File: src/rtl/lsu_pkg.sv
// Shared definitions for the load/store unit: access-size encodings and FSM states.
package lsu_pkg;

    localparam logic [2:0] F3_B  = 3'b000;
    localparam logic [2:0] F3_H  = 3'b001;
    localparam logic [2:0] F3_W  = 3'b010;
    localparam logic [2:0] F3_BU = 3'b100;
    localparam logic [2:0] F3_HU = 3'b101;

    typedef enum logic [1:0] {
        IDLE   = 2'd0,
        ACCESS = 2'd1,
        WRITE  = 2'd2,
        DONE   = 2'd3
    } lsu_state_e;

endpackage

File: src/rtl/lsu_extract.sv
// Byte/half lane select with sign/zero extension, plus the in-place lane mask
// used when merging a sub-word store into the existing RAM word.
module lsu_extract
    import lsu_pkg::*;
(
    input  logic [31:0] word,
    input  logic [1:0]  addr_lo,
    input  logic [2:0]  funct3,
    output logic [31:0] value,
    output logic [31:0] lane_mask
);

    logic [4:0]  shamt;
    logic [31:0] shifted;

    assign shamt   = {addr_lo, 3'b000};
    assign shifted = word >> shamt;

    always_comb begin
        value     = word;
        lane_mask = 32'hFFFF_FFFF;
        case (funct3)
            F3_B: begin
                value     = {{24{shifted[7]}}, shifted[7:0]};
                lane_mask = 32'h0000_00FF << shamt;
            end
            F3_BU: begin
                value     = {24'h0, shifted[7:0]};
                lane_mask = 32'h0000_00FF << shamt;
            end
            F3_H: begin
                value     = {{16{shifted[15]}}, shifted[15:0]};
                lane_mask = 32'h0000_FFFF << shamt;
            end
            F3_HU: begin
                value     = {16'h0, shifted[15:0]};
                lane_mask = 32'h0000_FFFF << shamt;
            end
            default: ;
        endcase
    end

endmodule

File: src/rtl/load_store_unit.sv
// Sub-word load/store front end for a word-addressed RAM with async read and
// negedge write. SB/SH are performed as read-modify-write through the WRITE state.
module load_store_unit
    import lsu_pkg::*;
#(
    parameter int DEPTH_LOG2 = 5
)
(
    input  logic        CLK,
    input  logic        Reset,
    input  logic        Req,
    input  logic        Store,
    input  logic [2:0]  Funct3,
    input  logic [31:0] ByteAddr,
    input  logic [31:0] WData,
    output logic        Ready,
    output logic        Done,
    output logic        Err,
    output logic [31:0] LoadData,
    output logic [31:0] MemAddr,
    output logic        MemWE,
    output logic [31:0] MemWData,
    input  logic [31:0] MemRData,
    output logic [1:0]  fsm_state
);

    localparam logic [32:0] ADDR_LIMIT = 33'd4 << DEPTH_LOG2;

    lsu_state_e  state, next_state;
    logic        req_store;
    logic [2:0]  req_f3;
    logic [31:0] req_addr;
    logic [31:0] req_wdata;
    logic        err_flag;
    logic [31:0] merge_word;
    logic [31:0] load_data;

    logic        misaligned, illegal, out_of_range, access_err;
    logic [31:0] ext_value, ext_mask, merge_next;
    logic        we_raw;

    lsu_extract u_extract (
        .word      (MemRData),
        .addr_lo   (req_addr[1:0]),
        .funct3    (req_f3),
        .value     (ext_value),
        .lane_mask (ext_mask)
    );

    assign misaligned = (((req_f3 == F3_H) || (req_f3 == F3_HU)) && req_addr[0])
                      || ((req_f3 == F3_W) && (req_addr[1:0] != 2'b00));
    assign illegal    = req_store ? !((req_f3 == F3_B) || (req_f3 == F3_H) || (req_f3 == F3_W))
                                  : ((req_f3 == 3'b011) || (req_f3[2:1] == 2'b11));
    assign out_of_range = ({1'b0, req_addr} >= ADDR_LIMIT);
    assign access_err   = misaligned || illegal || out_of_range;

    assign merge_next = (MemRData & ~ext_mask)
                      | ((req_wdata << {req_addr[1:0], 3'b000}) & ext_mask);

    // Handshake: Req is taken on any posedge where Ready=1 (IDLE only); every
    // accepted request yields exactly one Done pulse unless Reset aborts it.
    always_comb begin
        next_state = state;
        we_raw     = 1'b0;
        MemWData   = 32'h0;
        case (state)
            IDLE:   if (Req) next_state = ACCESS;
            ACCESS: begin
                if (access_err || !req_store) begin
                    next_state = DONE;
                end else if (req_f3 == F3_W) begin
                    we_raw     = 1'b1;
                    MemWData   = req_wdata;
                    next_state = DONE;
                end else begin
                    next_state = WRITE;
                end
            end
            WRITE: begin
                we_raw     = 1'b1;
                MemWData   = merge_word;
                next_state = DONE;
            end
            DONE:    next_state = IDLE;
            default: next_state = IDLE;
        endcase
    end

    always_ff @(posedge CLK) begin
        if (Reset) begin
            state      <= IDLE;
            req_store  <= 1'b0;
            req_f3     <= 3'b000;
            req_addr   <= 32'h0;
            req_wdata  <= 32'h0;
            err_flag   <= 1'b0;
            merge_word <= 32'h0;
            load_data  <= 32'h0;
        end else begin
            state <= next_state;
            case (state)
                IDLE: if (Req) begin
                    req_store <= Store;
                    req_f3    <= Funct3;
                    req_addr  <= ByteAddr;
                    req_wdata <= WData;
                    err_flag  <= 1'b0;
                end
                ACCESS: begin
                    err_flag <= access_err;
                    if (!access_err && !req_store) load_data  <= ext_value;
                    if (!access_err && req_store)  merge_word <= merge_next;
                end
                default: ;
            endcase
        end
    end

    // The RAM writes on the negedge, so a same-cycle Reset must block the strobe.
    assign MemWE     = we_raw & ~Reset;
    assign Ready     = (state == IDLE);
    assign Done      = (state == DONE);
    assign Err       = (state == DONE) && err_flag;
    assign LoadData  = load_data;
    assign MemAddr   = (state == IDLE) ? 32'h0 : {2'b00, req_addr[31:2]};
    assign fsm_state = state;

endmodule

File: config.mk
export PLATFORM = sky130hd
export DESIGN_NAME = load_store_unit
export DESIGN_NICKNAME = d
export VERILOG_FILES = /design/src/rtl/lsu_pkg.sv /design/src/rtl/lsu_extract.sv /design/src/rtl/load_store_unit.sv
export SDC_FILE = /design/constraint.sdc
export NUM_CORES = 1
export LEC_CHECK = 0
export BUFFER_PORTS_ARGS = -buffer_cell sky130_fd_sc_hd__buf_2
export CAP_MARGIN = 0
export CORE_MARGIN = 2
export CORE_UTILIZATION = 25
export CTS_CLUSTER_DIAMETER = 50
export DETAILED_ROUTE_END_ITERATION = 8
export PLACE_DENSITY = 0.46
export SYNTH_ARGS = -nofsm -noshare
export SYNTH_HDL_FRONTEND = slang
export SYNTH_SLANG_ARGS = --single-unit
export TNS_END_PERCENT = 30
File: constraint.sdc
create_clock -name CLK -period 3.4 [get_ports CLK]
set_clock_uncertainty 0.1 [all_clocks]
set_input_delay 0.17 -clock CLK [delete_from_list [all_inputs] [get_ports CLK]]
set_output_delay 0.17 -clock CLK [all_outputs]
set_load 0.05 [all_outputs]
# Yosys cells after proc, flatten, opt, wreduce, memory -nomap -nowiden
# Cells that the tools add are included.
# totals
reg_bits,135
word_cells,71
output_inout_bits,102
# classes
shift,4
bitwise,6
n_lt_le_gt_ge,1
muxes,16
reduce_logical,26
n_eq_ne,10
# op_table
cell,n
case mux 32 bit (2 select lines),2
case mux 32 bit (4 select lines),1
bitwise AND 32 bit,2
two-way mux 32 bit,2
"greater-or-equal comparator 32 x 8 -> 1 bit, second input constant",1
NOT 32 bit,1
bitwise OR 32 bit,1
"left shift 16 x 5 -> 32 bit, first input constant",1
left shift 32 x 5 -> 32 bit,1
"left shift 8 x 5 -> 32 bit, first input constant",1
>> shifter 32 x 5 -> 16 bit,1
two-way mux 30 bit,1
logical OR 1 bit,8
case mux 2 bit (4 select lines),1
AND reduction 2 bit,4
"equality test 2 bit, second input constant",3
"equality test 3 x 2 -> 1 bit, second input constant",2
"equality test 3 bit, second input constant",2
two-way mux 1 bit,6
logical AND 1 bit,5
case mux 1 bit (2 select lines),2
nonzero test 2 bit,2
OR reduction 2 bit,2
"equality test 3 x 1 -> 1 bit, second input constant",1
other kinds (8),10

# Logic depth before layout (Yosys ltp)
# logic_depth
word_depth,11
mapped_depth,8
ltp_nobuf,6

# Hierarchy
# From an unflattened synthesis, not the netlist that was laid out.
# hier_totals
cells_unflattened,910
area_unflattened_um2,7397.1
# by_module_without_submodules
module,n_inst,area_per_inst_um2,cells_each
load_store_unit,1,6407.4,772
lsu_extract,1,989.7,138

# Worst setup path before layout
# OpenSTA, ideal clock, no wires.
# synth_timing
kind,register to output
start,register state[0] (netlist: fsm_state[0])
end,output MemWE
arrival_ns,2.666
stages_incl_launch_ff,6
required_time_ns,3.130
setup_slack_ns,0.464
cell_sequence,dfxtp_1 > ha_1 > nand3_1 > nor3_2 > a31oi_1 > nor3b_1
# synth_between
elab_chain_len,3
word_cells_on_any_way,4
classes_between,eq/ne (2); mux (1); bitwise (1)
# synth_lines
element,line_no,rtl
"start, declared",load_store_unit.sv:29,"lsu_state_e state, next_state;"
"start signal, assigned",load_store_unit.sv:100,state <= next_state;
equality test 2 bit or equality test 2 x 1 -> 1 bit (tied branches),load_store_unit.sv:66,case (state)
case mux 1 bit (2 select lines) *,load_store_unit.sv:66,
bitwise AND 1 bit *,load_store_unit.sv:120,assign MemWE = we_raw & ~Reset;
"end, declared",load_store_unit.sv:21,"output logic MemWE,"
# Mark *: on every way between the ends. The rest lies on a longest branch, timed or not.

# Final worst setup path
# layout_timing
start,register req_f3[0]
end,output MemWData[8]
# layout_between
elab_chain_len,10
word_cells_on_any_way,20
classes_between,eq/ne (4); mux (4); reduce/logical (12)
# layout_lines
element,line_no,rtl
"start, declared",load_store_unit.sv:31,logic [2:0] req_f3;
"start signal, assigned",load_store_unit.sv:104,req_f3 <= Funct3;
equality test 3 x 1 -> 1 bit or zero test 3 bit (tied branches),"load_store_unit.sv:50, load_store_unit.sv:52",
logical OR 1 bit (2 in a row),load_store_unit.sv:52,assign illegal = req_store ? !((req_f3 == F3_B) || (req_f3 == F3_H) || (req_f3 == F3_W))
zero test 1 bit,load_store_unit.sv:52,
two-way mux 1 bit,load_store_unit.sv:52,
logical OR 1 bit (2 in a row),load_store_unit.sv:55,assign access_err = misaligned || illegal || out_of_range;
logical OR 1 bit,load_store_unit.sv:69,if (access_err || !req_store) begin
two-way mux 32 bit *,load_store_unit.sv:69,
case mux 32 bit (2 select lines) *,load_store_unit.sv:66,
"end, declared",load_store_unit.sv:22,"output logic [31:0] MemWData,"
# Marks and branches as above.

==> qor.yml <==
layout-drive-gt1-share: 0.273
fin_hold_ws_ps: 35.8
fin_ws_ps: 182
max_cap_viol_count: 0
crit_chain: "nand2_1 > o2111ai_1 > nor3_4 > and4_1 > buf_4 > a22o_1 > buf_2"
syn_avg_cell_area_sq_um: 8.20
slew_violations: 0
relSlewSlack: 0.156
cp_max_fo: 32
synth-seq-cells: 135
min-delay-start: "MemRData[29]"
slowest_stage: "dfxtp_1"
yosysWarnings: 0
ios: 205
async_flop_share: 0
p_leak_nw: 3.96
clkSinkCount: 135
postCtsSetupBuffers: 0
clkLatencyLatePin_ps: 430
io_buffers: 202
drc_errors: 0
hpwl_mm: 19.4
rows: 61
worstMarginPinSlew_ps: 1260
core_sq_mm: 0.0276
pwr-share-seq: 0.323
syn_to_final_growth_pct: 37.4
cts_max_level: 4
powerDensity_mw_per_mm2: 660
grt_overflow_total: 0
end_kind: "primary output"
clk_path_buf_depth: 2
rsz0062_at_grt: "false"
setup_tns_ps: 0
track_usage: 0.179
grt_pass1_wl_mm: 39.3
fmax_mhz: 311
max_stage_delay_ps: 790
worstPathArrival_ps: 2950
synth_top_cell_area_share: 0.387
routabilityCongestion: 0.798
finalHoldViolCount: 0
setup_viol: 0
routed_wirelength_mm: 26.6
dpl_worst_slack_ps: 478
vias: 6937
outcome: "complete, no violations"
p_sw_mw: 2.60
r2r-start: "req_f3[0]"
fin_crit_sh: 0.947
place_inst: 1376
grt_max_degree: 50
fp.dieW_um: 171
worstSetupPathType: "flip-flop to primary output"
rr_endpoint: "LoadData[30]"
yosysSeqAreaShare: 0.387
wl_per_cell_um: 18.0
start_util: 0.253
reg2reg_depth: 5
cts_buffers: 17
required_ps: 3130
drt-vias-per-instance: 4.70
whs_endpoint: "LoadData[29]"
synth_ff_type: "dfxtp_1"
p_sw_frac: 0.410
synth.area.top_cells: "dfxtp_1 (39%), nand2_1 (9.2%), mux2i_1 (8.4%), a21oi_1 (7.3%), mux2_2 (4.2%)"
hold_path_class: "input port to flip-flop"
path_buf_inv: 2
final_common_cell: "buf_2"
regToRegSetupSlack_ps: 660
fin_crit_ps: 3220
synthCells: 853
cts_tree: "built"
die_area_sq_mm: 0.0293
grt_pass1_vias: 6560
root_buffer: "clkbuf_16"
pwr-share-clk: 0.303
start_kind: "flip-flop"
ant_nets: 0
firstDrtPassIters: 5
drt_iter0_drc: 426
layout_common_cells: "buf_2 (201), nand2_1 (170), dfxtp_1 (133)"
layoutNonFillerInstCount: 1476
finalNetCount: 1192
yosys.cell_types.count: 47
die_h_um: 171
cp_top_family: "flip-flops"
hold_depth: 3
synth_area_leader_cell: "dfxtp_1"
num_antenna_cells: 0
synth_area_sq_mm: 0.00699
internal_power_mw: 3.74
comb_power_share: 0.373
synth_edf_count: 0
antenna_found_initial: 0
clk_pin_slew_ps: 60
peakVddDrop_mv: 0.260
==> worst max-delay path by stage <==
stage / end / cells after the start / startpoint / slack (ps)
CTS: MemWE / 7 / req_addr[9] / 110
global route: MemWE / 7 / req_addr[10] / 20
finish: MemWData[8] / 7 / req_f3[0] / 180
floorplan: MemWE / 5 / fsm_state[0] / 460
global placement: MemWE / 7 / req_addr[9] / 500
detailed placement: MemWE / 7 / req_addr[9] / 480
==> power by group through the flow <==
stage                     Combinational [mW]  Sequential, mW  Clock [mW]
after detailed placement                2.32            2.08           0
after CTS                               2.39            2.05        1.98
after global routing                    2.59            2.08        2.04
after floorplan                         1.59            2.09           0
after global placement                  2.31            2.08           0
final                                   2.36            2.05        1.92
==> state kept, by name (all words and copies together) (netlist names) <==
name and cells:
err_flag 1, req_store 1, merge_word 32, req_f3 3
LoadData 32, req_wdata 32, req_addr 32, fsm_state 2
==> worst min-delay path, cell delays in order <==
cell	delay (ps)
buf_2	130
a21oi_1	140
a211oi_1	70
==> Yosys cell counts, drive strengths merged, types with 7 or more instances <==
cell	count
nand2	171
dfxtp	135
a21oi	104
nor2	77
mux2i	59
clkbuf	50
a22o	32
nor2b	31
buf	28
a211oi	26
mux2	26
o21ai	26
a32oi	8
mux4	8
a21boi	7
a22oi	7
a2bb2oi	7
o221ai	7
==> metal layers <==
metal / global-route usage / vias up / part of all wire
met5: 0 / - / 0
met4: 0.0531 / 0 / 0.015
met3: 0.0327 / 23 / 0.044
met2: 0.282 / 183 / 0.46
met1: 0.250 / 3266 / 0.48
li1: - / 3465 / -
==> metrics by stage <==
stage	total power [mW]	cell area, sq um	util
3_5_place_dp	4.40	8310	0.301
6_report	6.34	9600	0.348
4_1_cts	6.41	9600	0.348
3_3_place_gp	4.39	8310	0.301
5_1_grt	6.70	9600	0.348
2_1_floorplan	3.68	6990	-
==> kinds of logic (layout without fill, tap and decap cells) <==
group,count (synthesis),after routing,synth area share
AO/OA/AOI/OAI,233,233,0.218
XOR/XNOR,1,1,0.00125
adder cells (fa/ha/maj),4,4,0.00716
buffers and inverters,85,329,0.0521
flip-flops,135,135,0.387
multiplexers,93,93,0.152
other,1,2,0.000536
AND/OR/NAND/NOR,301,301,0.182
==> final cells by class <==
cell class / count / area (sq um)
tap: 378 / 473
clock buffer: 18 / 429
inverter: 7 / 26.3
fill: 3047 / 18000
timing repair buffer: 290 / 1850
multi-input combinational: 634 / 3940
clock inverter: 14 / 176
sequential: 135 / 2710
==> timing repair <==
item / 4_1_cts / 5_1_grt
resized for setup: 1 / 0
hold buffers: 68 / 0
hold endpoints to repair: 68 / 0
endpoints found under the setup margin: 1 / 0
Power figures use the tool's default switching activity.
